## src/rtl/ssd_display_arbiter_pkg.sv

```systemverilog
// Shared constants for the seven-segment display arbiter and its benches.
// Latency: n/a (definitions only).
// Backpressure: n/a (definitions only).
package ssd_display_arbiter_pkg;

  // FSM encoding, kept as plain constants so older benches can compare raw bits
  localparam logic [0:0] ST_IDLE = 1'b0;
  localparam logic [0:0] ST_SHOW = 1'b1;

  // Display geometry: eight 4-bit digits packed into one 32-bit word
  localparam int DIGIT_W    = 4;
  localparam int NUM_DIGITS = 8;
  localparam int WORD_W     = DIGIT_W * NUM_DIGITS;

  // Word driven when nothing is being shown
  localparam logic [WORD_W-1:0] BLANK_WORD = '0;

endpackage

```

## src/rtl/ssd_display_arbiter_rr.sv

```systemverilog
// Round-robin arbiter: one-hot grant searched upward from the client after the last winner.
// Latency: grant is combinational from req; pointer moves on the edge that accepts.
// Backpressure: pointer only advances when the caller signals accept, so refused grants do not rotate.
module rr_arbiter #(
  parameter int N     = 4,
  parameter int IDX_W = (N > 1) ? $clog2(N) : 1
) (
  input  logic             clk,
  input  logic             rst,
  input  logic [N-1:0]     req,
  input  logic             accept,
  output logic [N-1:0]     grant,
  output logic [IDX_W-1:0] grant_idx
);

  logic [IDX_W-1:0] last_grant;

  // Search from last_grant+1, wrapping, and pick the first requester found
  always_comb begin
    logic             found;
    logic [IDX_W-1:0] idx;
    grant     = '0;
    grant_idx = '0;
    found     = 1'b0;
    idx       = '0;
    for (int k = 1; k <= N; k++) begin
      idx = IDX_W'((int'(last_grant) + k) % N);
      if (!found && req[idx]) begin
        found      = 1'b1;
        grant[idx] = 1'b1;
        grant_idx  = idx;
      end
    end
  end

  // Remember the winner; reset value N-1 makes client 0 the first candidate
  always_ff @(posedge clk or posedge rst) begin
    if (rst) begin
      last_grant <= IDX_W'(N - 1);
    end else if (accept) begin
      last_grant <= grant_idx;
    end
  end

endmodule

```

## src/rtl/ssd_display_arbiter.sv

```systemverilog
// Shares the 8-digit display between NUM_REQ clients; each accepted word is shown for DWELL_CYCLES.
// Latency: accepted word appears on encoded one cycle after the accepting edge.
// Backpressure: req_ready only in IDLE or when the dwell has expired with hold low; clients keep valid/data until ready.
module ssd_display_arbiter
  import ssd_display_arbiter_pkg::*;
#(
  parameter int          NUM_REQ       = 4,
  parameter int          DWELL_CYCLES  = 100_000_000,
  parameter logic [31:0] IDLE_WORD     = BLANK_WORD,
  parameter bit          BLANK_ON_IDLE = 1'b0,
  parameter int          ID_W          = $clog2(NUM_REQ)
) (
  input  logic                    Clk,
  input  logic                    Reset,
  input  logic [NUM_REQ-1:0]      req_valid,
  input  logic [32*NUM_REQ-1:0]   req_data,
  output logic [NUM_REQ-1:0]      req_ready,
  input  logic                    hold,
  output logic [31:0]             encoded,
  output logic [ID_W-1:0]         active_id,
  output logic                    showing
);

  localparam int               CNT_W      = $clog2(DWELL_CYCLES + 1);
  localparam logic [CNT_W-1:0] DWELL_LOAD = CNT_W'(DWELL_CYCLES - 1);

  logic [0:0]         state;
  logic [CNT_W-1:0]   cnt;
  logic               window;
  logic               accept;
  logic [NUM_REQ-1:0] grant;
  logic [ID_W-1:0]    grant_idx;
  logic [31:0]        sel_word;

  // A new word may be taken when idle, or once the current dwell is used up and not paused
  assign window    = (state == ST_IDLE) || ((cnt == '0) && !hold);
  assign accept    = window && (|req_valid) && !Reset;
  assign req_ready = accept ? grant : '0;
  assign showing   = (state == ST_SHOW);

  rr_arbiter #(
    .N     (NUM_REQ),
    .IDX_W (ID_W)
  ) u_rr_arbiter (
    .clk       (Clk),
    .rst       (Reset),
    .req       (req_valid),
    .accept    (accept),
    .grant     (grant),
    .grant_idx (grant_idx)
  );

  // Pick the granted client's word out of the flat data bus
  always_comb begin
    sel_word = '0;
    for (int i = 0; i < NUM_REQ; i++) begin
      if (grant[i]) sel_word = req_data[32*i +: 32];
    end
  end

  // FSM, dwell countdown and display registers
  always_ff @(posedge Clk or posedge Reset) begin
    if (Reset) begin
      state     <= ST_IDLE;
      cnt       <= '0;
      encoded   <= IDLE_WORD;
      active_id <= '0;
    end else if (accept) begin
      state     <= ST_SHOW;
      cnt       <= DWELL_LOAD;
      encoded   <= sel_word;
      active_id <= grant_idx;
    end else if ((state == ST_SHOW) && !hold) begin
      if (cnt != '0) begin
        cnt <= cnt - CNT_W'(1);
      end else begin
        // Dwell over and nobody waiting: drop back to idle
        state <= ST_IDLE;
        if (BLANK_ON_IDLE) encoded <= IDLE_WORD;
      end
    end
  end

endmodule

```

## config.mk

```make
export PLATFORM = sky130hd
export DESIGN_NAME = ssd_display_arbiter
export DESIGN_NICKNAME = d
export VERILOG_FILES = /design/src/rtl/ssd_display_arbiter_pkg.sv /design/src/rtl/ssd_display_arbiter_rr.sv /design/src/rtl/ssd_display_arbiter.sv
export SDC_FILE = /design/constraint.sdc
export NUM_CORES = 1
export LEC_CHECK = 0
export CORE_ASPECT_RATIO = 1.75
export CORE_MARGIN = 4
export CORE_UTILIZATION = 35
export CTS_BUF_LIST = sky130_fd_sc_hd__clkbuf_4 sky130_fd_sc_hd__clkbuf_8
export CTS_CLUSTER_DIAMETER = 150
export DETAILED_ROUTE_END_ITERATION = 8
export PLACE_DENSITY = 0.7
export SLEW_MARGIN = 0
export SYNTH_ARGS = -nofsm -noshare
export SYNTH_HDL_FRONTEND = slang
export SYNTH_HIERARCHICAL = 1
export SYNTH_SLANG_ARGS = --single-unit
```

## constraint.sdc

```tcl
create_clock -name Clk -period 4 [get_ports Clk]
set_input_delay 0.8 -clock Clk [delete_from_list [all_inputs] [get_ports Clk]]
set_output_delay 0.8 -clock Clk [all_outputs]
set_load 0.05 [all_outputs]
```

==> metrics.csv, run 1 <==
stage,metric,value,unit
outcome,outcome,"complete, no violations",
power_and_ir_drop,swShare,42.5,%
sta,min_period,3890,ps
setup_path,cp-end-kind,output port,
power_and_ir_drop,p_clk_share,15.9,%
clock_network,cts_max_path_buffers,2,
finish,drive_above_1_share,16.7,%
logic_synthesis,syn-instance-count,470,
global_route,antenna_found_initial,0,
setup_path,start_kind,flip-flop,
finish,fin_nets,792,
die,core_area,12600,um2
clock_network,clockRootBuffer,clkbuf_8,
die,die_area,15000,um2
global_route,grt_max_degree,39,
global_route,gr-usage-all-layers,20.1,%
routing,drtIter0Drc,199,
sta,fmax,257,MHz
hold_path,min_delay_path_depth,1,
sta,tns,0,ps
clock_network,hold_buffers,0,
sta,final_hold_viol_count,0,
placed_design,gp_congestion,0.959,
sta,slew_headroom,46.2,%
sta,finClkSkew,8.88,ps
global_route,grt_pass1_wl,24.1,mm
routing,drt-wirelength-per-cell,18.1,um
logic_synthesis,synth_edf_count,0,
logic_synthesis,synth_top_area_cell,dfrtp_1,
finish,postLayoutCoreUtil,53.8,%
global_route,grt_pass1_vias,4778,
clock_network,cts_tree,built,
logic_synthesis,ys_top_cells_by_area,"dfrtp_1 34%, mux2_4 9.9%, o31ai_1 6.8%",
logic_synthesis,ys_warn_count,6,
sta,period_share,97.2,%
routing,firstDrtPassIters,5,
logic_synthesis,syn_area,4550,um2
hold_path,hold_path_startpoint,encoded[5],
setup_path,r2r_slack,390,ps
logic_synthesis,synth_common_cells,"62 x dfrtp_1, 46 x nand2_1, 41 x o31ai_1, 32 x nor2b_1",
setup_path,critPathRequiredTime,3200,ps
setup_path,path_buf_inv,3,
finish,layout-area-overhead-vs-synth,49.4,%
power_and_ir_drop,vdd_drop_max,0.278,mV
setup_path,cp_max_fo,8,
setup_path,crit_family,simple AND/OR/NAND/NOR gates,
finish,diodes,0,
setup_path,path_class,flip-flop to output port,
placed_design,pre_cts_ws,2.42,ps
die,die_width,94.2,um
setup_path,arrival,3090,ps
sta,layout_setup_ws,112,ps
logic_synthesis,syn_area_per_cell,9.67,um2
logic_synthesis,seq_area_frac_synth,35.3,%
sta,setup_viol,0,
clock_network,cts_buffers,9,
power_and_ir_drop,power.leakage,2.63,nW
clock_network,htree_levels,3,
logic_synthesis,synth_top_area_share,34.1,%
power_and_ir_drop,switching_power,1.57,mW
routing,antenna_left,0,
power_and_ir_drop,p_seq_share,25.3,%
run,cap_violations,0,
logic_synthesis,ys_seq_elements,64,
clock_network,path_clk_slew,70,ps
die,row_count,54,
sta,drv_slew,0,
routing,wirelength,14.9,mm
hold_path,min_to,encoded[5],
setup_path,crit_chain,"inv_1, ha_1, or4b_1, or4_1, o31a_1, or2_1, clkinv_4, and2_1, buf_4",
setup_path,slowest_stage,or4_1,
setup_path,rr_worst_depth,15,
power_and_ir_drop,internal_power,2.13,mW
power_and_ir_drop,power,3.70,mW
sta,rsz0062_at_grt,false,
hold_path,min_path_type,flip-flop to flip-flop,
global_route,overflow,0,
die,pin_count,174,
die,initial_core_util,36.0,%
clock_network,clock_latency,340,ps
power_and_ir_drop,power.density,546,nW/um2
sta,worst_slew_pin_slew,804,ps
sta,holdWs,513,ps
routing,route.detailed.drc,0,
setup_path,crit-reg2reg-launch,u_rr_arbiter/last_grant[1],
setup_path,slowest_delay,530,ps
logic_synthesis,synth-main-ff-cell,dfrtp_1,
power_and_ir_drop,comb_power_share,58.8,%
logic_synthesis,synth_nets,615,
logic_synthesis,synthDistinctLibCells,60,
placed_design,io_buffers,173,
logic_synthesis,async_flop_share,100,%
routing,viasPerCell,5.56,
die,die_height,159,um
setup_path,r2r-end,encoded[26],
placed_design,dp_hpwl,11.9,mm
clock_network,clock-sinks,64,
routing,vias,4552,
logic_synthesis,yosysMostFrequentCell,dfrtp_1,
## worst reg2reg max path, delay by kind of cell, from the launching register on
kind | cells | cell delay [ps]
simple gates | 3 | 580
compound gates | 6 | 1010
flops | 1 | 640
mux | 1 | 260
buf+inv | 4 | 690
fa+ha+maj | 1 | 320
## state kept, by name (all words and copies together), names as in the netlist
signal and count:
encoded 32, cnt 27, active_id 2, u_rr_arbiter/last_grant 2
showing 1
## stage by stage
stage	instances	area, um2
floorplan	470	4550
global placement	800	6530
detailed placement	800	6530
CTS	816	6750
global route	819	6790
finish	819	6790
## worst max-delay path by stage
stage                                    start           end  slack (ps)  depth (start not counted)
floorplan           u_rr_arbiter/last_grant[0]  req_ready[1]           5                         12
global placement                  req_valid[3]    encoded[6]         110                          8
finish                                  cnt[0]  req_ready[0]         110                          9
detailed placement                req_valid[2]   encoded[17]           2                         11
CTS                 u_rr_arbiter/last_grant[1]  req_ready[0]          10                         10
global route                            cnt[0]  req_ready[0]           6                          9
## cells in the final DEF, fill, tap and decap left out, types with 3 or more instances in the layout
cell / netlist / layout
a31oi_1: 6 / 6
or2_2: 6 / 6
a21oi_1: 16 / 16
inv_1: 10 / 8
nor2_1: 7 / 7
o31ai_1: 41 / 41
o211ai_1: 6 / 6
ha_1: 10 / 9
a221oi_1: 30 / 30
and2_1: 8 / 6
or3_1: 16 / 16
clkdlybuf4s50_1: 0 / 169
buf_4: 1 / 31
dfrtp_1: 62 / 62
clkbuf_8: 1 / 12
a22oi_1: 4 / 4
nor2b_1: 32 / 31
mux2_4: 30 / 30
o21ai_0: 17 / 10
nor4_1: 5 / 5
nor3_1: 4 / 4
nand3_1: 13 / 13
mux2_2: 6 / 6
nand2_1: 46 / 46
or4_1: 15 / 15
o21ai_1: 0 / 4
buf_12: 3 / 3
## kinds of logic after synthesis
family	count (synthesis)	share of synthesized area [%]
simple gates	169	20.8
compound gates	136	21.6
mux	41	13.5
xor+xnor	2	0.385
flops	64	35.3
buf+inv	48	5.70
fa+ha+maj	10	2.75
## final cells by class
| type | instances | area (um2) |
|---|---|---|
| multi-input cells | 358 | 2730 |
| inverters | 11 | 50.0 |
| fillers | 1143 | 5840 |
| clock inverters | 2 | 37.5 |
| well taps | 168 | 210 |
| flip-flops and latches | 64 | 1600 |
| clock buffers | 13 | 173 |
| repair buffers | 203 | 1980 |
## metal layers
metal / up-vias / global-route usage (%) / wire length, um
li1: 2140 / - / -
met3: 22 / 4.12 / 937
met1: 2225 / 22.1 / 5260
met2: 165 / 37.5 / 8360
met5: - / 0 / 0
met4: 0 / 6.11 / 300
## timing repair
action | 4_1_cts | 5_1_grt
pin swaps | 1 | 0
endpoints found under the setup margin | 2 | 29
resized for setup | 1 | 6
buffers inserted | 1 | 3
## power groups by stage
stage,Sequential (mW),Combinational (mW),Clock [mW]
final,0.938,2.18,0.589
after global routing,0.961,2.37,0.632
after CTS,0.938,2.17,0.610
after detailed placement,0.944,2.15,0
after global placement,0.941,2.10,0
after floorplan,1.25,1.10,0
No activity file was read; power rests on OpenSTA's default activity.
==> inputs of run 2 (changes only) <==
--- a/config.mk
+++ b/config.mk
@@ -12,7 +12,7 @@
 export CTS_CLUSTER_DIAMETER = 150
 export DETAILED_ROUTE_END_ITERATION = 8
 export PLACE_DENSITY = 0.7
-export SLEW_MARGIN = 0
+export SLEW_MARGIN = 20
 export SYNTH_ARGS = -nofsm -noshare
 export SYNTH_HDL_FRONTEND = slang
 export SYNTH_HIERARCHICAL = 1
==> results of run 2 <==
The final DEF is identical to that of run 1; final timing and power are the same.
==> inputs of run 3 (changes only) <==
--- a/config.mk
+++ b/config.mk
@@ -11,6 +11,7 @@
 export CTS_BUF_LIST = sky130_fd_sc_hd__clkbuf_4 sky130_fd_sc_hd__clkbuf_8
 export CTS_CLUSTER_DIAMETER = 150
 export DETAILED_ROUTE_END_ITERATION = 8
+export GPL_ROUTABILITY_DRIVEN = 0
 export PLACE_DENSITY = 0.7
 export SLEW_MARGIN = 20
 export SYNTH_ARGS = -nofsm -noshare
==> results of run 3 <==
The final DEF is identical to that of run 1; final timing and power are the same.
